`config.mk`:
```
export PLATFORM = sky130hd
export DESIGN_NAME = data_ram_flat
export DESIGN_NICKNAME = d
export VERILOG_FILES = /design/src/rtl/data_ram_if.sv /design/src/rtl/data_ram.sv /design/src/flat_wrapper.sv
export SDC_FILE = /design/constraint.sdc
export NUM_CORES = 2
export LEC_CHECK = 0
export ABC_AREA = 0
export CAP_MARGIN = 10
export CORE_ASPECT_RATIO = 1.2
export CORE_MARGIN = 2
export CORE_UTILIZATION = 54
export CTS_CLUSTER_SIZE = 14
export DETAILED_ROUTE_END_ITERATION = 8
export PLACE_DENSITY_LB_ADDON = 0.1
export REMOVE_ABC_BUFFERS = 1
export SYNTH_ARGS = -nofsm -noshare
export SYNTH_HDL_FRONTEND = slang
export SYNTH_SLANG_ARGS = --single-unit
```
`constraint.sdc`:
```
create_clock -name clock -period 5.8 [get_ports clock]
set_clock_uncertainty 0.15 [all_clocks]
set_input_delay 0.87 -clock clock [delete_from_list [all_inputs] [get_ports clock]]
set_output_delay 0.87 -clock clock [all_outputs]
set_load 0.05 [all_outputs]
```
`src/rtl/data_ram_if.sv`:
```
// CPU-side bus of the jacaranda-8 data memory: address, write port, clear request,
// combinational read data, busy flag and the low-address debug taps.
interface data_ram_if #(
    parameter int DATA_W = 8,
    parameter int ADDR_W = 8,
    parameter int DBG_N  = 2
);
    logic [ADDR_W-1:0]       addr;
    logic [DATA_W-1:0]       w_data;
    logic                    w_en;
    logic                    clr_req;
    logic [DATA_W-1:0]       r_data;
    logic                    busy;
    logic [DBG_N*DATA_W-1:0] dbg_mem;

    modport master (
        output addr, w_data, w_en, clr_req,
        input  r_data, busy, dbg_mem
    );

    modport slave (
        input  addr, w_data, w_en, clr_req,
        output r_data, busy, dbg_mem
    );
endinterface

```
`src/rtl/data_ram.sv`:
```
// Single-port data memory with combinational read, synchronous write and a
// one-word-per-cycle hardware clear sequencer that masks reads while running.
module data_ram #(
    parameter int DATA_W         = 8,
    parameter int ADDR_W         = 8,
    parameter int DBG_N          = 2,
    parameter bit CLEAR_ON_RESET = 1'b1
) (
    input logic       clock,
    input logic       reset,
    data_ram_if.slave bus
);
    localparam int DEPTH = 2 ** ADDR_W;

    typedef enum logic {
        S_IDLE,
        S_CLEAR
    } state_t;

    state_t            r_state;
    logic [ADDR_W-1:0] r_clr_ptr;
    logic [DATA_W-1:0] r_mem [DEPTH];

    logic              w_busy;
    logic              w_we;
    logic [ADDR_W-1:0] w_waddr;
    logic [DATA_W-1:0] w_wdata;

    assign w_busy = (r_state == S_CLEAR);

    // Clear owns the write port while running; CPU writes are simply dropped.
    // Writes are also blocked while reset is held so the array stays untouched.
    always_comb begin
        w_we    = 1'b0;
        w_waddr = bus.addr;
        w_wdata = bus.w_data;
        if (!reset) begin
            if (w_busy) begin
                w_we    = 1'b1;
                w_waddr = r_clr_ptr;
                w_wdata = '0;
            end else begin
                w_we    = bus.w_en;
            end
        end
    end

    always_ff @(posedge clock or posedge reset) begin
        if (reset) begin
            r_state   <= CLEAR_ON_RESET ? S_CLEAR : S_IDLE;
            r_clr_ptr <= '0;
        end else begin
            case (r_state)
                S_IDLE: begin
                    if (bus.clr_req) begin
                        r_state   <= S_CLEAR;
                        r_clr_ptr <= '0;
                    end
                end
                S_CLEAR: begin
                    // Pointer wraps to 0 naturally on the final word.
                    r_clr_ptr <= r_clr_ptr + 1'b1;
                    if (r_clr_ptr == '1) begin
                        r_state <= S_IDLE;
                    end
                end
                default: begin
                    r_state   <= S_IDLE;
                    r_clr_ptr <= '0;
                end
            endcase
        end
    end

    always_ff @(posedge clock) begin
        if (w_we) begin
            r_mem[w_waddr] <= w_wdata;
        end
    end

    assign bus.busy   = w_busy;
    assign bus.r_data = w_busy ? '0 : r_mem[bus.addr];

    generate
        for (genvar gi = 0; gi < DBG_N; gi++) begin : g_dbg
            assign bus.dbg_mem[gi*DATA_W +: DATA_W] = w_busy ? '0 : r_mem[gi];
        end
    endgenerate
endmodule

```
`src/flat_wrapper.sv`:
```
// flat-port wrapper written by rule: the top's interface ports become plain ports
module data_ram_flat 
#(
    parameter int DATA_W         = 8,
    parameter int ADDR_W         = 8,
    parameter int DBG_N          = 2,
    parameter bit CLEAR_ON_RESET = 1'b1
)
  (clock, reset, bus_addr, bus_w_data, bus_w_en, bus_clr_req, bus_r_data, bus_busy, bus_dbg_mem);
  data_ram_if #(.DATA_W(DATA_W), .ADDR_W(ADDR_W), .DBG_N(DBG_N)) bus_i ();
  input logic clock;
  input logic reset;
  input wire logic [$bits(bus_i.addr)-1:0] bus_addr;
  input wire logic [$bits(bus_i.w_data)-1:0] bus_w_data;
  input wire logic [$bits(bus_i.w_en)-1:0] bus_w_en;
  input wire logic [$bits(bus_i.clr_req)-1:0] bus_clr_req;
  output wire logic [$bits(bus_i.r_data)-1:0] bus_r_data;
  output wire logic [$bits(bus_i.busy)-1:0] bus_busy;
  output wire logic [$bits(bus_i.dbg_mem)-1:0] bus_dbg_mem;
  assign bus_i.addr = bus_addr;
  assign bus_i.w_data = bus_w_data;
  assign bus_i.w_en = bus_w_en;
  assign bus_i.clr_req = bus_clr_req;
  assign bus_r_data = bus_i.r_data;
  assign bus_busy = bus_i.busy;
  assign bus_dbg_mem = bus_i.dbg_mem;
  data_ram #(.DATA_W(DATA_W), .ADDR_W(ADDR_W), .DBG_N(DBG_N), .CLEAR_ON_RESET(CLEAR_ON_RESET)) u_core (.clock(clock), .reset(reset), .bus(bus_i));
endmodule
```
# Yosys cells after proc, flatten, opt, wreduce, memory -nomap -nowiden
# Memories as Yosys holds them, arrays and structs flattened.
# Cells that the tools add are included.
[word_totals] reg_bits=9 mem_bits_rw=2048 output_inout_bits=25 elab_cells=23 n_memories=1
[op_classes] n_addsub=1 eq_ne=2 muxes=16 bitwise_logic=1
[mem_list] memory="u_core.r_mem" words=256 width=8 rd=3 rd_clocked_by_memory_dff=0 wr=1 line_no="data_ram.sv:22" source="logic [DATA_W-1:0] r_mem [DEPTH];"
[ops] cell="$mux 8" count=8
[ops] cell="$pmux 8 s2" count=1
[ops] cell="$add 8x1->8 const B" count=1
[ops] cell="$eq 8x8->1 const B" count=1
[ops] cell="$mux 1" count=6
[ops] cell="$ne 2x2->1 const B" count=1
[ops] cell="$pmux 1 s2" count=1
[ops] cell="$not 1->1" count=1

# Logic depth before layout (Yosys ltp)
[logic_depth] word_depth=4 mapped_depth=11 depth_no_buf=6

# Worst setup path before layout
# Ideal clock, no wire load.
[synth_timing] path_type="input to register" from="in reset" to="mem u_core.r_mem[0][0], data pin" setup_ps=869 arrival_ps=4739 setup_slack_ps=41 path_stages=4 n_path_buf=2 cell_sequence="nand2b_1 buf_2 clkbuf_1 and2_1"
[synth_via] elab_chain_len=1
[synth_lines] element="start, declared" line_no="flat_wrapper.sv:12" source="input logic reset;"
[synth_lines] element="$mux 8" line_no="data_ram.sv:37" source="if (!reset) begin"
[synth_lines] element="via u_core.w_wdata[0]" line_no="data_ram.sv:27" source="logic [DATA_W-1:0] w_wdata;"
[synth_lines] element="end, declared" line_no="data_ram.sv:22"
# The timed path passes the listed nets, and every way through them passes these cells.

# Worst setup path in the final report
[layout_timing] from="in bus_addr[0]" to="out bus_r_data[0]"
[layout_via] elab_chain_len=2
[layout_lines] element="start, declared" line_no="flat_wrapper.sv:13" source="input wire logic [$bits(bus_i.addr)-1:0] bus_addr;"
[layout_lines] element="$mem_v2 256x8"
[layout_lines] element="$mux 8" line_no="data_ram.sv:82" source="assign bus.r_data = w_busy ? '0 : r_mem[bus.addr];"
[layout_lines] element="end, declared" line_no="flat_wrapper.sv:17" source="output wire logic [$bits(bus_i.r_data)-1:0] bus_r_data;"
# Every way passes these cells.

==> flow_metrics.env <==
export IMPL_num_vias=42200
export IMPL_rr_endpoint="u_core.r_mem[172][6]"
export IMPL_dr_pass1_iters=6
export IMPL_relSlewSlack=0.187
export IMPL_path_cells="buf_8 > buf_12 > buf_4 > mux4_2 > o31ai_1 > nor4_1 > o2111ai_1 > o22ai_1 > buf_4 > buf_12"
export IMPL_crit_family="buffers and inverters"
export IMPL_crit_path_top_delay_cell="nor4_1"
export IMPL_worstPathArrival_ns=4.59
export IMPL_wirelength_met1_mm=85.8
export IMPL_post_cts_buffers=0
export IMPL_ff2ff_path_depth=4
export IMPL_rows=155
export IMPL_maxCapViolCount=0
export IMPL_synth_edf_count=2048
export IMPL_cts_buffers=195
export IMPL_ant_nets=0
export IMPL_via_per_inst=6.40
export IMPL_grt_pass1_wl_mm=309
export IMPL_dieArea_mm2=0.154
export IMPL_fin_setup_tns_ns=0
export IMPL_grt_start_max_net_pins=94
export IMPL_met3_length_mm=16.4
export IMPL_drc=0
export IMPL_route_met2_wl_mm=107
export IMPL_finalCriticalPeriod_ns=5.61
export IMPL_detail_route_wirelength_mm=217
export IMPL_worst_slew_pin_slew_ns=1.22
export IMPL_ctsHoldBuffers=0
export IMPL_critPathMaxStageDelay_ns=0.69
export IMPL_grt_usage=0.286
export IMPL_io_buffers=44
export IMPL_initial_utilization=0.545
export IMPL_path_class="in2out"
export IMPL_synth_cell_types=68
export IMPL_yosys_warnings=0
export IMPL_ys_flop_type="edfxtp_1"
export IMPL_dieHeight_um=429
export IMPL_synthToLayoutAreaGrowth_pct=13.5
export IMPL_core_mm2=0.149
export IMPL_antenna_found_initial=6
export IMPL_netlist_instances=4055
export IMPL_rrSetupSlack_ns=1.48
export IMPL_highest_layer="met5"
export IMPL_cts_buffer_depth=3
export IMPL_grt_overflow=0
export IMPL_power_density_mw_per_mm2=331
export IMPL_worstSkewPairLatency_ns=0.82
export IMPL_boundaryPins=45
export IMPL_avgSynthCellArea_um2=20.0
export IMPL_drt_initial_drc_count=5102
export IMPL_ir_drop_uv=317
export IMPL_clock_sinks=2057
export IMPL_period_share=0.968
export IMPL_clk_pin_slew_worst_paths_ns=0.06
export IMPL_setup_viol=0
export IMPL_netlist_area_mm2=0.0813
export IMPL_seq_area_frac_synth=0.760
export IMPL_nNetsFinal=4491
export IMPL_nFillCells=10500
export IMPL_gp_congestion=0.894
export IMPL_async_reset_ff_frac=0.00438
export IMPL_synth_seq_cells=2057
export IMPL_critPathBufInv=5
export IMPL_dpl_hpwl_mm=142
export IMPL_cp_max_fo=40
export IMPL_drive_gt1_frac=0.241
export IMPL_placed_cell_area_mm2=0.0862
export IMPL_cts_root_buffer="clkbuf_16"
export IMPL_grt_pass1_vias=41600
export IMPL_hold_viol_final=0
export IMPL_slew_viol_final=0
export IMPL_wl_per_cell_um=32.9
export IMPL_htree_levels=4
export IMPL_cp_required_ns=4.78
export IMPL_r2r_start="u_core.bus.busy"
export IMPL_cts_tree="built"
export IMPL_power_leakage_nw=29.9
export IMPL_fmax_mhz=178
export IMPL_cp_end_kind="primary output"
export IMPL_hold_class="in2async"
export IMPL_design_area_mm2=0.0922
export IMPL_die_w_um=358
export IMPL_status="finished, final reports clean"
export IMPL_start_kind="primary input"
export IMPL_cts_resized=2
export IMPL_post_route_util=0.618
export IMPL_rsz0062_at_grt="no"
==> cells by family after synthesis <==
| family | share of synthesized area |
|---|---|
| DFF | 0.760 |
| muxes | 0.142 |
| and+or+nand+nor | 0.0350 |
| AOI/OAI and AO/OA | 0.0403 |
| buffers and inverters | 0.0227 |
| xor gates and xnor gates | 0.000108 |
| adders and majority gates | 0.000154 |
==> worst register-to-register path, delay by kind of cell, from the launching register on <==
kind	cells	cell delay, ns
AND/OR/NAND/NOR	3	2.31
flip-flops	1	0.97
AO/OA/AOI/OAI	1	0.52
==> stage by stage <==
stage / setup slack, ns / hold slack, ns / power, W / std cells
6_report: 0.186 / 0.388 / 0.0305 / 6598
2_1_floorplan: -0.210 / 0.383 / 0.0177 / 3799
5_1_grt: 0.0826 / 0.380 / 0.0313 / 6597
4_1_cts: 0.189 / 0.350 / 0.0307 / 6596
3_3_place_gp: -0.0868 / 0.424 / 0.0187 / 6234
3_5_place_dp: -0.173 / 0.433 / 0.0187 / 6234
==> worst max path at each step <==
stage                            from                  to  slack, ns  cells past startpoint
after global placement    bus_addr[5]       bus_r_data[2]      -0.09                      9
after detailed placement  bus_addr[5]       bus_r_data[2]      -0.17                      9
after CTS                 bus_addr[0]       bus_r_data[0]       0.19                     10
after global routing      bus_addr[0]       bus_r_data[0]       0.08                     10
after floorplan                 reset  u_core.r_mem[0][0]      -0.21                      2
final                     bus_addr[0]       bus_r_data[0]       0.19                     10
==> cells in the final DEF, fill, tap and decap left out, types with 25 or more instances in the layout <==
master           count
a21oi_1             32
clkdlybuf4s50_1     29
clkinv_2            36
buf_4              390
o21ai_0             50
nor2_1             297
nand4_1             25
edfxtp_1          2048
nor3_1              46
nand2_1             91
o221ai_1            75
mux2i_1            294
buf_12              48
o22ai_1             43
clkbuf_16          200
mux4_2             357
nand3_1             64
a22oi_1             80
clkinv_1            59
clkbuf_1            43
==> layer usage <==
metal / global-route usage / vias up
met3: 0.0442 / 354
met1: 0.401 / 22200
met4: 0.107 / 2
met2: 0.458 / 1978
li1: - / 17700
met5: 0 / -
==> where the power goes <==
group | switching, W | internal (W)
logic | 0.00128 | 0.000613
registers | 0.0000616 | 0.0164
clock network | 0.00541 | 0.00675
==> cell type report <==
type	count	area [um2]	area share
inverters	5	21.3	0.000231
clock inverters	119	857	0.00929
multi-input cells	1737	17800	0.193
flip-flops and latches	2057	61700	0.669
repair buffers	474	4250	0.0461
well taps	1962	2450	0.0266
clock buffers	243	5170	0.0560
diodes	1	2.50	0.0000271
==> cell usage after synthesis (6+ instances only) <==
master | number | area share
edfxtp_1 | 2048 | 0.76
mux4_2 | 357 | 0.099
nor2_1 | 298 | 0.014
mux2i_1 | 294 | 0.036
nand2_1 | 92 | 0.0042
clkbuf_1 | 90 | 0.0042
buf_2 | 82 | 0.0051
a22oi_1 | 80 | 0.0074
o221ai_1 | 75 | 0.0081
nand3_1 | 64 | 0.0039
o21ai_0 | 50 | 0.0031
nor3_1 | 47 | 0.0029
o22ai_1 | 43 | 0.0033
a21oi_1 | 32 | 0.0020
nand4_1 | 25 | 0.0019
nor2b_1 | 24 | 0.0018
buf_12 | 23 | 0.0057
a211oi_1 | 22 | 0.0020
a221oi_1 | 22 | 0.0024
buf_8 | 18 | 0.0033
o31ai_1 | 18 | 0.0017
buf_6 | 17 | 0.0024
mux4_1 | 17 | 0.0055
buf_4 | 16 | 0.0015
and2_1 | 15 | 0.0012
nor4_1 | 14 | 0.0011
nand2b_1 | 13 | 0.0010
o221ai_2 | 11 | 0.0020
a211o_1 | 10 | 0.0011
buf_1 | 10 | 0.00046
a22o_1 | 9 | 0.00097
nand3b_1 | 9 | 0.00083
dfrtp_1 | 8 | 0.0025
mux2_2 | 8 | 0.0011
o2111ai_1 | 7 | 0.00075
a2111oi_0 | 6 | 0.00065
nor3b_1 | 6 | 0.00055
o211ai_1 | 6 | 0.00055
o21ai_1 | 6 | 0.00037
==> sequential cells by signal (all words and copies together), names as in the netlist <==
register          flops
u_core.bus.busy       1
u_core.r_clr_ptr      8
u_core.r_mem       2048
Power figures use the tool's default switching activity.
